**src/rtl/uart_rx.sv**
```systemverilog
// UART receiver: 2-flop synchroniser, mid-bit sampling FSM, stop-bit check and
// a one-entry valid/ready output register with framing-error and overrun pulses.
module uart_rx #(
  parameter int DATA_WIDTH = 8,
  parameter int BAUD_RATE  = 115200,
  parameter int CLK_FREQ   = 100_000_000
) (
  input  logic                  clk,
  input  logic                  rst,
  input  logic                  rx_sig,
  output logic [DATA_WIDTH-1:0] data_to_xbar,
  output logic                  valid_to_xbar,
  input  logic                  ready_from_xbar,
  output logic                  frame_err,
  output logic                  overrun
);

  localparam int PULSE_WIDTH      = CLK_FREQ / BAUD_RATE;
  localparam int HALF_PULSE_WIDTH = PULSE_WIDTH / 2;
  localparam int CNT_W            = $clog2(PULSE_WIDTH) + 1;
  localparam int BIT_W            = (DATA_WIDTH > 1) ? $clog2(DATA_WIDTH) : 1;

  localparam logic [CNT_W-1:0] CNT_FULL = CNT_W'(PULSE_WIDTH - 1);
  localparam logic [CNT_W-1:0] CNT_HALF = CNT_W'(HALF_PULSE_WIDTH - 1);
  localparam logic [BIT_W-1:0] BIT_LAST = BIT_W'(DATA_WIDTH - 1);

  typedef enum logic [2:0] {
    S_IDLE  = 3'd0,
    S_START = 3'd1,
    S_DATA  = 3'd2,
    S_STOP  = 3'd3,
    S_BREAK = 3'd4
  } state_t;

  state_t                r_state;
  logic                  r_sync1;
  logic                  r_rx_s;
  logic [CNT_W-1:0]      r_clk_cnt;
  logic [BIT_W-1:0]      r_bit_cnt;
  logic [DATA_WIDTH-1:0] r_shift;
  logic [DATA_WIDTH-1:0] r_data;
  logic                  r_valid;
  logic                  r_frame_err;
  logic                  r_overrun;

  state_t                w_state_nxt;
  logic [CNT_W-1:0]      w_cnt_nxt;
  logic [BIT_W-1:0]      w_bit_nxt;
  logic [DATA_WIDTH-1:0] w_shift_nxt;
  logic [DATA_WIDTH-1:0] w_data_nxt;
  logic                  w_valid_nxt;
  logic                  w_ferr_nxt;
  logic                  w_ovr_nxt;
  logic                  w_deliver;
  logic                  w_cnt_zero;

  assign w_cnt_zero = (r_clk_cnt == '0);

  always_ff @(posedge clk) begin
    if (rst) begin
      r_sync1     <= 1'b1;
      r_rx_s      <= 1'b1;
      r_state     <= S_IDLE;
      r_clk_cnt   <= '0;
      r_bit_cnt   <= '0;
      r_shift     <= '0;
      r_data      <= '0;
      r_valid     <= 1'b0;
      r_frame_err <= 1'b0;
      r_overrun   <= 1'b0;
    end else begin
      r_sync1     <= rx_sig;
      r_rx_s      <= r_sync1;
      r_state     <= w_state_nxt;
      r_clk_cnt   <= w_cnt_nxt;
      r_bit_cnt   <= w_bit_nxt;
      r_shift     <= w_shift_nxt;
      r_data      <= w_data_nxt;
      r_valid     <= w_valid_nxt;
      r_frame_err <= w_ferr_nxt;
      r_overrun   <= w_ovr_nxt;
    end
  end

  // Bit-timing FSM: every sample is taken when the down-counter reaches zero.
  always_comb begin
    w_state_nxt = r_state;
    w_cnt_nxt   = r_clk_cnt;
    w_bit_nxt   = r_bit_cnt;
    w_shift_nxt = r_shift;
    w_deliver   = 1'b0;
    w_ferr_nxt  = 1'b0;
    case (r_state)
      S_IDLE: begin
        if (!r_rx_s) begin
          w_state_nxt = S_START;
          w_cnt_nxt   = CNT_HALF;
        end
      end
      S_START: begin
        if (!w_cnt_zero) begin
          w_cnt_nxt = r_clk_cnt - CNT_W'(1);
        end else if (r_rx_s) begin
          w_state_nxt = S_IDLE;
        end else begin
          w_state_nxt = S_DATA;
          w_bit_nxt   = '0;
          w_cnt_nxt   = CNT_FULL;
        end
      end
      S_DATA: begin
        if (!w_cnt_zero) begin
          w_cnt_nxt = r_clk_cnt - CNT_W'(1);
        end else begin
          w_shift_nxt[r_bit_cnt] = r_rx_s;
          w_cnt_nxt              = CNT_FULL;
          if (r_bit_cnt == BIT_LAST) begin
            w_state_nxt = S_STOP;
          end else begin
            w_bit_nxt = r_bit_cnt + BIT_W'(1);
          end
        end
      end
      S_STOP: begin
        if (!w_cnt_zero) begin
          w_cnt_nxt = r_clk_cnt - CNT_W'(1);
        end else if (r_rx_s) begin
          w_deliver   = 1'b1;
          w_state_nxt = S_IDLE;
        end else begin
          w_ferr_nxt  = 1'b1;
          w_state_nxt = S_BREAK;
        end
      end
      S_BREAK: begin
        // A held-low line must return high before a new start is accepted.
        if (r_rx_s) begin
          w_state_nxt = S_IDLE;
        end
      end
      default: begin
        w_state_nxt = S_IDLE;
      end
    endcase
  end

  always_comb begin
    w_data_nxt  = r_data;
    w_valid_nxt = r_valid;
    w_ovr_nxt   = 1'b0;
    if (w_deliver) begin
      if (!r_valid || ready_from_xbar) begin
        w_data_nxt  = r_shift;
        w_valid_nxt = 1'b1;
      end else begin
        w_ovr_nxt = 1'b1;
      end
    end else if (r_valid && ready_from_xbar) begin
      w_valid_nxt = 1'b0;
    end
  end

  assign data_to_xbar  = r_data;
  assign valid_to_xbar = r_valid;
  assign frame_err     = r_frame_err;
  assign overrun       = r_overrun;

endmodule
```
**config.mk**
```make
export PLATFORM = sky130hd
export DESIGN_NAME = uart_rx
export DESIGN_NICKNAME = d
export VERILOG_FILES = /design/src/rtl/uart_rx.sv
export SDC_FILE = /design/constraint.sdc
export NUM_CORES = 1
export LEC_CHECK = 0
export BUFFER_PORTS_ARGS = -buffer_cell sky130_fd_sc_hd__buf_2
export CAP_MARGIN = 10
export CORE_UTILIZATION = 45
export CTS_CLUSTER_SIZE = 28
export DETAILED_ROUTE_END_ITERATION = 8
export GPL_ROUTABILITY_DRIVEN = 0
export PLACE_DENSITY_LB_ADDON = 0.1
export RECOVER_POWER = 50
export SLEW_MARGIN = 15
export SYNTH_ARGS = -nofsm -noshare
export SYNTH_HDL_FRONTEND = slang
export SYNTH_SLANG_ARGS = --single-unit
```
**constraint.sdc**
```tcl
create_clock -name clk -period 2.4 [get_ports clk]
set_input_delay 0.12 -clock clk [delete_from_list [all_inputs] [get_ports clk]]
set_output_delay 0.12 -clock clk [all_outputs]
set_load 0.01 [all_outputs]
```
==> impl_metrics.ini, run 1 <==
[critical_path]
cp_max_fo = 10
cpPeakStageDelay_ns = 0.53
crit_slowest_cell = or4b_4
start_kind = flip-flop
cp.arrival_ns = 2.41
worstSetupPathType = reg -> reg
endpoint_kind = flip-flop
worstPathRequired_ns = 2.58
worstPathCellList = inv_1 -> ha_1 -> or4b_4 -> o31ai_4 -> a21o_1 -> a21oi_1 -> o221a_1
rrSetupSlack_ns = 0.17

[cells_and_area]
diodes = 0
utilization = 0.527
final_common_cell = dfxtp_1
syn_to_final_growth_pct = 10.0
layout-drive-gt1-share = 0.138
fin_area_um2 = 2150
final_cell_mix = 38 x dfxtp_1, 22 x nor2_1, 17 x mux2i_1, 13 x nand2_1
fillers = 397
fin_nets = 232

[logic_synthesis]
synth_seq_cells = 38
synth_nets = 218
yosys_warnings = 0
synth_edf_count = 0
synth_area_per_cell_um2 = 9.31
async_flop_share = 0
ys_seq_area_frac = 0.389
netlist_area_um2 = 1960
synth.distinct_cells = 52
synth-main-ff-cell = dfxtp_1
synthCells = 210

[placement]
hpwl_um = 3000
dp_slack_ns = 0.190
io_buffers = 14
placed_cell_area_um2 = 2060

[sta]
rsz0062_at_grt = no
setup_viol = 0
max-slew-margin-rel = 0.0881
fmax_mhz = 448
drv_slew = 0
skew_ns = 0.00850
final.min_clock_period_ns = 2.23
fin_crit_sh = 0.930
hold_viol = 0
tns_ns = 0
postLayoutSetupSlackWorst_ns = 0.169
worst_pin_slew_ns = 1.37

[route]
drcViolationCount = 0
routed_wl_um = 4230
vias_per_cell = 5.84
dr.pass1.iters = 4
postRouteAntennaNets = 0
vias = 1605
routedWlPerCell_um = 15.4
drt_iter0_drc = 110

[die]
die_height_um = 67.9
initial_core_util = 0.479
dieArea_um2 = 4610
io_pins = 15
die_x_um = 67.9
row_count = 23
coreArea_um2 = 4090

[power_and_ir_drop]
p_switching_mw = 0.419
power.leakage_nw = 0.736
switching_share = 0.286
p_comb_frac = 0.165
seq_power_share = 0.464
powerDensity_nw_per_um2 = 681
p_int_mw = 1.05
power.share.clock = 0.371
ir_drop_uv = 380

[clocking]
cts_buffer_depth = 2
clock_insertion_delay_worst_skew_ns = 0.29
postCtsHoldBufs = 0
cts_sinks = 38
post_cts_buffers = 0
cts-resized-gates = 0
clk_pin_slew_ns = 0.08
numCtsBuffers = 5
cts_tree = built
htreeDepth = 2
cts_root_buffer = clkbuf_8

[grt]
grt_use_total = 0.203
gr-total-overflow = 0
grt_max_degree = 32
grt_antenna_before_repair = 0
grt_pass1_wl_um = 6870
grt_pass1_vias = 1457

[flow_run]
maxCapViolCount = 0

[outcome]
status = completed

[min_path]
hp-class = in -> reg
==> area by class of cell <==
class                      count  area (µm²)  share of cell area
inverter                       8        30.0              0.0140
tap                           50        62.6              0.0291
clock inverter                 3        45.0              0.0209
sequential                    38         761               0.353
clock buffer                   5        68.8              0.0320
multi-input combinational    153        1100               0.512
timing repair buffer          18        82.6              0.0384
==> layer usage <==
metal  vias up  GRT usage  part of all wire
met3         9     0.0350             0.042
met4         0     0.0859             0.015
li1        796          -                 -
met2        43      0.320              0.46
met1       757      0.270              0.49
met5         -          0                 0
==> flip-flops by register name, indices dropped and copies added (netlist names) <==
signal,cells
r_state,3
r_bit_cnt,3
frame_err,1
r_clk_cnt,11
r_rx_s,1
data_to_xbar,8
valid_to_xbar,1
r_shift,8
r_sync1,1
overrun,1
==> cell usage after synthesis (2+ instances only) <==
master,number,share of area
a211oi_1,2,0.0077
or3_1,4,0.013
o221a_1,4,0.023
nor3_1,10,0.026
nand3_1,9,0.023
nor2_1,22,0.042
clkbuf_1,7,0.013
mux2i_1,17,0.087
or2_2,2,0.0064
nand2_1,13,0.025
nor3b_1,3,0.012
nand4_1,4,0.013
inv_1,8,0.015
dfxtp_1,38,0.39
nor4_1,7,0.022
nor4b_2,2,0.015
o21ai_0,2,0.0051
a21oi_2,2,0.0090
ha_1,4,0.026
o21a_1,3,0.012
nor3_2,2,0.010
buf_6,2,0.012
o21ai_1,3,0.0077
a21oi_1,12,0.031
==> cells by family after synthesis <==
| group | after synthesis | synth area share |
|---|---|---|
| simple gates | 90 | 0.271 |
| flops | 38 | 0.389 |
| xor+xnor | 2 | 0.00896 |
| mux | 18 | 0.0928 |
| compound gates | 39 | 0.168 |
| fa+ha+maj | 4 | 0.0256 |
| buf+inv | 19 | 0.0448 |
==> stage by stage <==
step	hold slack, ns	std cells	power, mW
floorplan	0.224	210	0.894
global placement	0.305	267	0.931
detailed placement	0.306	267	0.938
CTS	0.00964	275	1.48
global route	0.0329	275	1.53
finish	0.0204	275	1.47
==> worst max-delay path: cells and delay by family, from the launching register on <==
family / cells / cell delay, ns
AO/OA/AOI/OAI: 4 / 0.97
AND/OR/NAND/NOR: 1 / 0.53
flip-flops: 1 / 0.34
adder cells (fa/ha/maj): 1 / 0.17
buffers and inverters: 1 / 0.12
==> path summary, 6_finish.rpt <==
kind / start / end / cells after the start
hold reg to reg: r_sync1$_SDFF_PP1_ / r_rx_s$_SDFF_PP1_ / 1
setup / recovery: r_clk_cnt[0]$_SDFFE_PP0P_ / r_clk_cnt[8]$_SDFFE_PP0P_ / 7
hold / removal: rx_sig / r_sync1$_SDFF_PP1_ / 2
setup reg to reg: r_clk_cnt[0]$_SDFFE_PP0P_ / r_clk_cnt[8]$_SDFFE_PP0P_ / 7
==> power by group through the flow <==
stage	clock network, mW	registers, mW	logic (mW)
after floorplan	0	0.683	0.212
after global placement	0	0.693	0.239
after detailed placement	0	0.694	0.244
after CTS	0.557	0.679	0.245
after global routing	0.587	0.684	0.262
final	0.543	0.680	0.242
Power figures use the tool's default switching activity.
==> run 2: changes to the inputs <==
- BUFFER_PORTS_ARGS: -buffer_cell sky130_fd_sc_hd__buf_2 -> -buffer_cell sky130_fd_sc_hd__buf_4
==> impl_metrics.ini, run 2 (synthesis gave the netlist of run 1 again) <==
[outcome]
status = completed

[cells_and_area]
top_register = r_clk_cnt
multi_input_area_um2 = 1100
utilization = 0.527
fin_nets = 231
fin_area_um2 = 2150
final_cell_mix = 38 x dfxtp_1, 22 x nor2_1, 17 x mux2i_1, 13 x nand2_1
syn_to_final_growth_pct = 10.0
seq_area_um2 = 761
diodes = 0
largest_reg_flops = 11
final_common_cell = dfxtp_1
finalNonFillerCells = 274
layout-drive-gt1-share = 0.134
fillers = 404

[clocking]
post_cts_buffers = 0
clock_insertion_delay_worst_skew_ns = 0.29
cts-resized-gates = 0
cts_tree = built
htreeDepth = 2
postCtsHoldBufs = 0
cts_root_buffer = clkbuf_8
clk_pin_slew_ns = 0.08
cts_sinks = 38
numCtsBuffers = 5
cts_buffer_depth = 2

[grt]
grt_pass1_wl_um = 6820
grt_max_degree = 33
grt_use_total = 0.200
grt_pass1_vias = 1392
grt_antenna_before_repair = 0
gr-total-overflow = 0

[critical_path]
cp.arrival_ns = 2.41
start_kind = flip-flop
cpPeakStageDelay_ns = 0.53
crit_slowest_cell = or4b_4
crit_family = compound AO/OA/AOI/OAI gates
worstPathCellList = inv_1 -> ha_1 -> or4b_4 -> o31ai_4 -> a21o_1 -> a21oi_1 -> o221a_1
crit_buf_inv = 1
cp_max_fo = 10
worstSetupPathType = reg -> reg
worstPathRequired_ns = 2.59
endpoint_kind = flip-flop

[die]
row_count = 23
dieArea_um2 = 4610
io_pins = 15
die_x_um = 67.9
initial_core_util = 0.479
die_height_um = 67.9
coreArea_um2 = 4090

[route]
routed_wl_um = 4170
vias = 1561
routedWlPerCell_um = 15.2
dr.pass1.iters = 4
postRouteAntennaNets = 0
drcViolationCount = 0
drt_iter0_drc = 58
vias_per_cell = 5.70

[sta]
fin_crit_sh = 0.924
fmax_mhz = 451
worst_pin_slew_ns = 1.39
hold_viol = 0
skew_ns = 0.00839
drv_slew = 0
setup_viol = 0
postLayoutSetupSlackWorst_ns = 0.183
rsz0062_at_grt = no
whs_ns = 0.0123
max-slew-margin-rel = 0.0751
tns_ns = 0
final.min_clock_period_ns = 2.22

[power_and_ir_drop]
power.leakage_nw = 0.735
total_power_mw = 1.47
powerDensity_nw_per_um2 = 683
ir_drop_uv = 320

[placement]
dp.cells = 266
placed_cell_area_um2 = 2090
dp_slack_ns = 0.203
hpwl_um = 2980
io_buffers = 14

[flow_run]
maxCapViolCount = 0

[min_path]
hp-class = in -> reg
-- run 2: worst reg2reg max path: stages, from the launching register on --
cell,delay [ns]
dfxtp_1,0.34
inv_1,0.12
ha_1,0.17
or4b_4,0.53
o31ai_4,0.25
a21o_1,0.38
a21oi_1,0.07
o221a_1,0.24
-- run 2: cell type report --
type	count	area share
Sequential cell	38	0.353
Clock inverter	3	0.0209
Inverter	8	0.0140
Tap cell	50	0.0291
Multi-Input combinational cell	153	0.512
Timing Repair Buffer	17	0.0384
Clock buffer	5	0.0320
-- run 2: final timing paths --
| check | from | endpoint | slack (ns) | depth (start not counted) |
|---|---|---|---|---|
| max reg2reg | r_clk_cnt[0]$_SDFFE_PP0P_ | r_clk_cnt[8]$_SDFFE_PP0P_ | 0.18 | 7 |
| max | r_clk_cnt[0]$_SDFFE_PP0P_ | r_clk_cnt[8]$_SDFFE_PP0P_ | 0.18 | 7 |
| min | rx_sig | r_sync1$_SDFF_PP1_ | 0.01 | 2 |
| min reg2reg | r_sync1$_SDFF_PP1_ | r_rx_s$_SDFF_PP1_ | 0.42 | 1 |
-- run 2: power breakdown --
group | switching, mW | leakage (nW) | internal [mW]
Clock | 0.240 | 0.0504 | 0.309
Sequential | 0.0302 | 0.308 | 0.649
Combinational | 0.153 | 0.376 | 0.0882
Total | 0.423 | 0.735 | 1.05
-- run 2: routing by layer --
layer	track usage	vias up	wire [µm]
li1	-	797	-
met1	0.281	728	2120
met2	0.289	30	1830
met3	0.0550	6	170
met4	0.0729	0	50
met5	0	-	0
